`src/rtl/dcro_pkg.sv`:
```
// Shared encodings for the DCRO frequency-control-word controller.
package dcro_pkg;

  localparam logic [1:0] MODE_ABS  = 2'b00;
  localparam logic [1:0] MODE_INC  = 2'b01;
  localparam logic [1:0] MODE_RAMP = 2'b10;
  localparam logic [1:0] MODE_HOLD = 2'b11;

  typedef enum logic [0:0] {
    IDLE = 1'b0,
    RAMP = 1'b1
  } state_t;

endpackage

```
`src/rtl/dcro_sat_clamp.sv`:
```
// Combinational saturating clamp of a signed value into [MIN_VALUE, MAX_VALUE].
module dcro_sat_clamp #(
  parameter int unsigned WIDTH     = 10,
  parameter int          MIN_VALUE = 1,
  parameter int          MAX_VALUE = 255
) (
  input  logic signed [WIDTH-1:0] x,
  output logic        [WIDTH-3:0] y,
  output logic                    hi,
  output logic                    lo
);

  localparam logic signed [WIDTH-1:0] LO_B = WIDTH'(MIN_VALUE);
  localparam logic signed [WIDTH-1:0] HI_B = WIDTH'(MAX_VALUE);

  always_comb begin
    lo = (x < LO_B);
    hi = (x > HI_B);
    y  = x[WIDTH-3:0];
    if (lo) begin
      y = LO_B[WIDTH-3:0];
    end else if (hi) begin
      y = HI_B[WIDTH-3:0];
    end
  end

endmodule

```
`src/rtl/dcro_fcw_ctrl.sv`:
```
// FCW controller for the DCRO: absolute/incremental/hold updates and a
// slew-limited ramp with abort, clamped to [MIN_VALUE, MAX_VALUE].
module dcro_fcw_ctrl
  import dcro_pkg::*;
#(
  parameter int unsigned SEL_LEN   = 8,
  parameter int unsigned STEP_LEN  = 4,
  parameter int          MIN_VALUE = 1,
  parameter int          MAX_VALUE = 2**SEL_LEN - 1,
  parameter int          RST_VALUE = MIN_VALUE
) (
  input  logic                      clk,
  input  logic                      rst,
  input  logic                      in_valid,
  output logic                      in_ready,
  input  logic [1:0]                mode,
  input  logic signed [SEL_LEN:0]   sel_in,
  input  logic [STEP_LEN-1:0]       max_step,
  input  logic                      abort,
  output logic [SEL_LEN-1:0]        sel_out,
  output logic                      busy,
  output logic                      sat_hi,
  output logic                      sat_lo,
  output logic                      settled
);

  localparam int unsigned CW = SEL_LEN + 2;
  localparam logic [SEL_LEN-1:0] RST_SEL = SEL_LEN'(RST_VALUE);

  state_t               state;
  logic [SEL_LEN-1:0]   target;
  logic [STEP_LEN-1:0]  step;

  logic                 accept;
  logic signed [CW-1:0] sum;
  logic signed [CW-1:0] clamp_in;
  logic [SEL_LEN-1:0]   clamped;
  logic                 clamp_hi;
  logic                 clamp_lo;

  logic [SEL_LEN-1:0]   ramp_tgt;
  logic [STEP_LEN-1:0]  ramp_step;
  logic [STEP_LEN-1:0]  first_step;
  logic signed [SEL_LEN:0] diff;
  logic [SEL_LEN:0]     mag;
  logic [SEL_LEN:0]     step_ext;
  logic [SEL_LEN:0]     move;
  logic [SEL_LEN-1:0]   ramp_next;
  logic                 reach;

  assign in_ready = (state == IDLE) && !rst;
  assign busy     = (state == RAMP);
  assign accept   = in_valid && in_ready;

  assign sum      = $signed({2'b00, sel_out}) + $signed({sel_in[SEL_LEN], sel_in});
  assign clamp_in = (mode == MODE_INC) ? sum : $signed({sel_in[SEL_LEN], sel_in});

  dcro_sat_clamp #(
    .WIDTH     (CW),
    .MIN_VALUE (MIN_VALUE),
    .MAX_VALUE (MAX_VALUE)
  ) u_clamp (
    .x  (clamp_in),
    .y  (clamped),
    .hi (clamp_hi),
    .lo (clamp_lo)
  );

  // In IDLE the step engine works on the request being accepted, so the
  // first ramp step lands on the accepting edge itself.
  assign first_step = (max_step == '0) ? STEP_LEN'(1) : max_step;
  assign ramp_tgt   = (state == IDLE) ? clamped : target;
  assign ramp_step  = (state == IDLE) ? first_step : step;

  always_comb begin
    diff      = $signed({1'b0, ramp_tgt}) - $signed({1'b0, sel_out});
    mag       = diff[SEL_LEN] ? (SEL_LEN + 1)'(-diff) : diff;
    step_ext  = (SEL_LEN + 1)'(ramp_step);
    reach     = (step_ext >= mag);
    move      = reach ? mag : step_ext;
    ramp_next = diff[SEL_LEN] ? (sel_out - move[SEL_LEN-1:0])
                              : (sel_out + move[SEL_LEN-1:0]);
  end

  always_ff @(posedge clk) begin
    if (rst) begin
      state   <= IDLE;
      sel_out <= RST_SEL;
      target  <= RST_SEL;
      step    <= STEP_LEN'(1);
      sat_hi  <= 1'b0;
      sat_lo  <= 1'b0;
      settled <= 1'b0;
    end else begin
      sat_hi  <= 1'b0;
      sat_lo  <= 1'b0;
      settled <= 1'b0;
      case (state)
        IDLE: begin
          if (accept) begin
            case (mode)
              MODE_ABS, MODE_INC: begin
                sel_out <= clamped;
                sat_hi  <= clamp_hi;
                sat_lo  <= clamp_lo;
              end
              MODE_RAMP: begin
                target  <= clamped;
                step    <= first_step;
                sel_out <= ramp_next;
                sat_hi  <= clamp_hi;
                sat_lo  <= clamp_lo;
                if (reach) begin
                  settled <= 1'b1;
                end else begin
                  state <= RAMP;
                end
              end
              MODE_HOLD: ;
              default: ;
            endcase
          end
        end
        RAMP: begin
          if (abort) begin
            state <= IDLE;
          end else begin
            sel_out <= ramp_next;
            if (reach) begin
              state   <= IDLE;
              settled <= 1'b1;
            end
          end
        end
        default: state <= IDLE;
      endcase
    end
  end

endmodule

```
`config.mk`:
```
export PLATFORM = sky130hd
export DESIGN_NAME = dcro_fcw_ctrl
export DESIGN_NICKNAME = d
export VERILOG_FILES = /design/src/rtl/dcro_pkg.sv /design/src/rtl/dcro_sat_clamp.sv /design/src/rtl/dcro_fcw_ctrl.sv
export SDC_FILE = /design/constraint.sdc
export NUM_CORES = 1
export LEC_CHECK = 0
export ABC_AREA = 0
export CORE_ASPECT_RATIO = 1.75
export CORE_MARGIN = 8
export CORE_UTILIZATION = 40
export CTS_CLUSTER_DIAMETER = 100
export CTS_CLUSTER_SIZE = 24
export DETAILED_ROUTE_END_ITERATION = 7
export HOLD_SLACK_MARGIN = 0.02
export PLACE_DENSITY_LB_ADDON = 0.2
export SLEW_MARGIN = 20
export SYNTH_ARGS = -nofsm -noshare
export SYNTH_HDL_FRONTEND = slang
export SYNTH_SLANG_ARGS = --single-unit
```
`constraint.sdc`:
```
create_clock -name clk -period 24.6 [get_ports clk]
set_input_delay 3.69 -clock clk [delete_from_list [all_inputs] [get_ports clk]]
set_output_delay 3.69 -clock clk [all_outputs]
set_load 0.02 [all_outputs]
```
* After elaboration in Yosys (flattened, before gate mapping)
Cells that the tools add are included.
Word-level totals: input bits 19, output and inout bits 13, bits in registers 24
Operators by class: equality and inequality tests 5, reduce and logical (&&, ||, !) cells 10, order comparisons 3, bitwise gates (word level) 3, muxes and demuxes 23, add/subtract/negate cells 5
Operators with widths (number):
- $mux 8 | 7
- $pmux 8 s2 | 2
- $add 9x9->10 | 1
- $gt 10x9->1 const B | 1
- $lt 10x2->1 const B | 1
- $mux 10 | 1
- $ge 4x9->1 | 1
- $mux 9 | 1
- $neg 9->9 | 1
- $sub 8x8->9 | 1
- $add 8x8->8 | 1
- $mux 1 | 8
- $mux 4 | 2
- $sub 8x8->8 | 1
- $reduce_and 3->1 | 2
- $logic_not 4->1 | 1
- $ne 2x2->1 const B | 2
- $pmux 1 s2 | 2
- $reduce_or 4->1 | 1
- $ne 3x1->1 const B | 1
- $not 1->1 | 3
- $reduce_or 3->1 | 1
- $eq 2x1->1 const B | 1
- $eq 2x2->1 const B | 1
- 4 further kinds | 5

* Longest topological paths before layout
depth in word-level cells 16, depth in mapped cells 39, mapped depth without buffers 38

* By module
A second synthesis with hierarchy kept.
Unflattened totals: cell total of the unflattened synthesis 362, area, all modules 2750.1 um2
Modules (own cells, without submodules):
- dcro_fcw_ctrl | seq. area each 480.5 um2, cells an instance 339, area an instance 2638.8 um2, instances 1
- dcro_sat_clamp | seq. area each 0.0 um2, cells an instance 23, area an instance 111.4 um2, instances 1

* Worst setup path before layout
OpenSTA, ideal clock, no wires.
path kind input port to flip-flop, start input sel_in[5], end register sel_out[5], slack 14.116 ns, buffers on the path 1, data arrival time 10.351 ns, setup time 0.134 ns, stages 35, cells stage by stage ha_1 > or3_4 > or2_1 > and3_4 > o41ai_4 > o22a_2 > buf_6 > nor3_1 > a21o_1 > ha_1 > fa_1 > nand2b_1 > a211oi_4 > o21a_1 > nand2_1 > o21ai_0 > ha_1 > a21o_1 > a21o_1 > a21oi_1 > a21oi_1 > nand2_4 > mux2_4 > ha_1 > nand2_1 > o21a_1 > ha_1 > nor2b_1 > o21ai_0 > a21boi_0 > o21ai_0 > nor2b_1 > xnor2_1 > a221oi_1 > a211oi_1
On the way: longest elaborated chain between the ends 16
Ends and longest elaborated chain:
- from (decl) | RTL line dcro_fcw_ctrl.sv:17 | input logic signed [SEL_LEN:0] sel_in,
- $add 9x9->10 | RTL line dcro_fcw_ctrl.sv:55 | assign sum = $signed({2'b00, sel_out}) + $signed({sel_in[SEL_LEN], sel_in});
- $mux 10 (*) | RTL line dcro_fcw_ctrl.sv:56 | assign clamp_in = (mode == MODE_INC) ? sum : $signed({sel_in[SEL_LEN], sel_in});
- $gt 10x9->1 | RTL line dcro_sat_clamp.sv:18 | hi = (x > HI_B);
- $mux 8 | RTL line dcro_sat_clamp.sv:22 | end else if (hi) begin
- $mux 8 (*) | RTL line dcro_sat_clamp.sv:20 | if (lo) begin
- $mux 8 | RTL line dcro_fcw_ctrl.sv:72 | assign ramp_tgt = (state == IDLE) ? clamped : target;
- $sub 8x8->9 | RTL line dcro_fcw_ctrl.sv:76 | diff = $signed({1'b0, ramp_tgt}) - $signed({1'b0, sel_out});
- $neg 9->9 | RTL line dcro_fcw_ctrl.sv:77 | mag = diff[SEL_LEN] ? (SEL_LEN + 1)'(-diff) : diff;
- $mux 9 | RTL line dcro_fcw_ctrl.sv:77
- $ge 4x9->1 | RTL line dcro_fcw_ctrl.sv:79 | reach = (step_ext >= mag);
- $mux 8 | RTL line dcro_fcw_ctrl.sv:80 | move = reach ? mag : step_ext;
- $add 8x8->8 / $sub 8x8->8 (equally long branches) | RTL line dcro_fcw_ctrl.sv:82, dcro_fcw_ctrl.sv:81
- $mux 8 | RTL line dcro_fcw_ctrl.sv:81 | ramp_next = diff[SEL_LEN] ? (sel_out - move[SEL_LEN-1:0])
- $pmux 8 s2 | RTL line dcro_fcw_ctrl.sv:101 | case (mode)
- $mux 8 | RTL line dcro_fcw_ctrl.sv:100 | if (accept) begin
- $pmux 8 s2 (*) | RTL line dcro_fcw_ctrl.sv:98 | case (state)
- to (signal assigned) | RTL line dcro_fcw_ctrl.sv:103 | sel_out <= clamped;
- to (signal assigned) | RTL line dcro_fcw_ctrl.sv:110 | sel_out <= ramp_next;
- to (signal assigned) | RTL line dcro_fcw_ctrl.sv:128 | sel_out <= ramp_next;
- to (decl) | RTL line dcro_fcw_ctrl.sv:20 | output logic [SEL_LEN-1:0] sel_out,
Every way passes the cells marked *; elsewhere a longest branch is shown, timed or not. The select of a mux whose other input is x is not followed. A chain may end at the register's enable or synchronous reset.

* Worst setup path in the final report
start input sel_in[0], end register sel_out[5]
The elaborated chain is that of the path after synthesis.

==> results.sh <==
export IMPL_status="finished, final reports clean"
export IMPL_track_usage_pct=17.5
export IMPL_antenna_found_initial=0
export IMPL_chipHeight_um=128
export IMPL_maxSlewHeadroom_pct=31.1
export IMPL_slowest_delay_ns=0.50
export IMPL_netlist_instances=373
export IMPL_synthFlopType="dfxtp_1"
export IMPL_synth_enable_flop_cells=0
export IMPL_ys_types=71
export IMPL_cts_buffer_depth=2
export IMPL_holdCritPathClass="reg2reg"
export IMPL_numPortBuffers=31
export IMPL_power_leakage_uw=0.00142
export IMPL_synth_area_per_cell_um2=7.75
export IMPL_clk_pin_slew_ns=0.07
export IMPL_hold_viol=0
export IMPL_hpwlAfterDp_um=7360
export IMPL_overflow=0
export IMPL_cpMostUsedCell="ha_1"
export IMPL_clkSinkCount=24
export IMPL_std_cell_rows=41
export IMPL_synth_nets=424
export IMPL_layout_commonest_cell="nor2_1"
export IMPL_critPathRequiredTime_ns=24.71
export IMPL_setup_violations=0
export IMPL_syn2layout_area_growth_pct=16.4
export IMPL_diodes=0
export IMPL_avgViaCountPerCell=5.97
export IMPL_first_iter_violations=207
export IMPL_tns_ns=0
export IMPL_worst_slack_ns=12.73
export IMPL_crit_slowest_cell="clkdlybuf4s50_1"
export IMPL_cp_max_fo=11
export IMPL_clock_latency_ns=0.27
export IMPL_crit_arrival_ns=11.98
export IMPL_drc=0
export IMPL_drive_above_1_share_pct=5.79
export IMPL_io_pin_count=32
export IMPL_syn_area_um2=2890
export IMPL_skew_ns=0.00644
export IMPL_grt_first_pass_wirelength_um=14200
export IMPL_rsz0062_at_grt="no"
export IMPL_seq_area_um2=480
export IMPL_layout_nets=449
export IMPL_cts_hold_buffers_added=0
export IMPL_cts_tree="done"
export IMPL_power_density_nw_per_um2=72.6
export IMPL_min_period_ns=11.87
export IMPL_post_cts_buffers=0
export IMPL_endpoint_kind="flop"
export IMPL_grt_start_max_net_pins=27
export IMPL_multi_input_area_um2=2260
export IMPL_max_freq_mhz=84.2
export IMPL_timing_hold_ws_ns=0.464
export IMPL_yosys_register_bits=24
export IMPL_detail_route_wl_per_cell_um=18.3
export IMPL_ant_nets=0
export IMPL_fillCellCount=760
export IMPL_max_cap_viol_count=0
export IMPL_ir_drop_v=0.0000354
export IMPL_cts_buffers=3
export IMPL_grt_pass1_vias=2867
export IMPL_synthArstFlopShare_pct=0
export IMPL_wl_um=8820
export IMPL_worstMarginPinSlew_ns=1.03
export IMPL_pre_cts_ws_ns=12.50
export IMPL_place_gp_congestion=0.870
export IMPL_layout_common_cells="nor2_1, clkdlybuf4s50_1, ha_1, a21oi_1, nand2_1"
export IMPL_ys_seq_area_share_pct=16.6
export IMPL_core_area_um2=7130
export IMPL_die_area_um2=10300
export IMPL_vias=2882
export IMPL_cts_root_buffer="clkbuf_16"
export IMPL_cp_start_kind="input pin"
export IMPL_cts_resized=0
export IMPL_critical_path_class="in2reg"
export IMPL_finalCritPeriodShare_pct=48.3
export IMPL_synth_warnings=0
export IMPL_cts_htree_levels=1
export IMPL_initial_core_util_pct=40.5
export IMPL_die_w_um=80.2
export IMPL_drv_slew=0
export IMPL_dr_pass1_iters=4
[report_power, final]
group / internal (uW) / switching (uW)
sequential: 40.9 / 3.04
combinational: 63.0 / 89.1
clock: 32.4 / 15.7
total: 136 / 108
[state kept, by name, summed over array words and instances, names as in the netlist]
register  cells
busy          1
sat_hi        1
sat_lo        1
sel_out       8
settled       1
step          4
target        8
[final timing paths]
kind,endpoint,start,slack (ns),cells after the start
max reg2reg,sel_out[5]$_SDFFE_PP0P_,sel_out[1]$_SDFFE_PP0P_,16.12,34
min reg2reg,step[0]$_SDFFE_PP1P_,step[0]$_SDFFE_PP1P_,0.46,1
min,step[0]$_SDFFE_PP1P_,step[0]$_SDFFE_PP1P_,0.46,1
max,sel_out[5]$_SDFFE_PP0P_,sel_in[0],12.73,37
[stage by stage]
stage / instance area (um^2) / utilization [%] / instances / power, uW
floorplan: 2890 / - / 373 / 159
CTS: 3360 / 47.1 / 483 / 244
global route: 3360 / 47.1 / 483 / 262
finish: 3360 / 47.1 / 483 / 244
global placement: 3260 / 45.7 / 479 / 193
detailed placement: 3260 / 45.7 / 479 / 196
[cells in the mapped netlist (2+ instances only)]
cell type / number / area (um^2)
nor2_1: 34 / 128
ha_1: 29 / 363
a21oi_1: 28 / 140
nand2_1: 27 / 101
dfxtp_1: 24 / 480
inv_1: 24 / 90.1
o21ai_0: 16 / 80.1
nand2b_1: 13 / 81.3
a21o_1: 11 / 82.6
mux2i_1: 11 / 110
a211oi_1: 10 / 75.1
nor2b_1: 9 / 56.3
nor3_1: 9 / 45.0
clkbuf_1: 8 / 30.0
a31oi_1: 7 / 43.8
xnor2_1: 7 / 61.3
xor2_1: 7 / 61.3
a22o_1: 6 / 52.6
o21ai_1: 6 / 30.0
a221oi_1: 5 / 43.8
o211ai_1: 5 / 37.5
or3_1: 5 / 31.3
and2_1: 4 / 25.0
o21a_1: 4 / 30.0
o31ai_1: 4 / 30.0
fa_1: 3 / 60.1
nand4_1: 3 / 18.8
o21bai_1: 3 / 22.5
a211o_1: 2 / 17.5
a41oi_1: 2 / 17.5
and3_1: 2 / 12.5
nand3_1: 2 / 10.0
nand3b_1: 2 / 15.0
nand4b_1: 2 / 17.5
nor4_1: 2 / 12.5
or2_2: 2 / 12.5
[kinds of logic (layout without fill, tap and decap cells)]
family | count (synthesis) | after routing | share of synthesized area [%]
simple gates | 127 | 127 | 22.9
compound gates | 126 | 126 | 31.1
buf+inv | 36 | 60 | 4.98
fa+ha+maj | 32 | 32 | 14.6
flops | 24 | 24 | 16.6
xor+xnor | 14 | 14 | 4.24
mux | 14 | 14 | 5.50
[worst max-delay path, delay by kind of cell]
| family | cells | cell delay, ns |
|---|---|---|
| compound gates | 17 | 3.75 |
| xor+xnor | 1 | 0.07 |
| fa+ha+maj | 7 | 2.05 |
| simple gates | 9 | 1.49 |
| mux | 1 | 0.34 |
| buf+inv | 2 | 0.56 |
[layer usage]
metal  global-route usage [%]  routed length (um)  up-vias
li1                         -                   -     1422
met1                     17.0                3250     1349
met2                     32.6                4790       81
met3                     1.68                 274       30
met4                     12.3                 499        0
met5                        0                   0        -
[cell type report]
class | count | share of cell area (%)
clock buffers | 3 | 2.23
clock inverters | 1 | 0.893
inverters | 25 | 2.79
multi-input cells | 313 | 67.4
flip-flops and latches | 24 | 14.3
well taps | 86 | 3.20
repair buffers | 31 | 9.23
(Power assumes the default switching activity.)
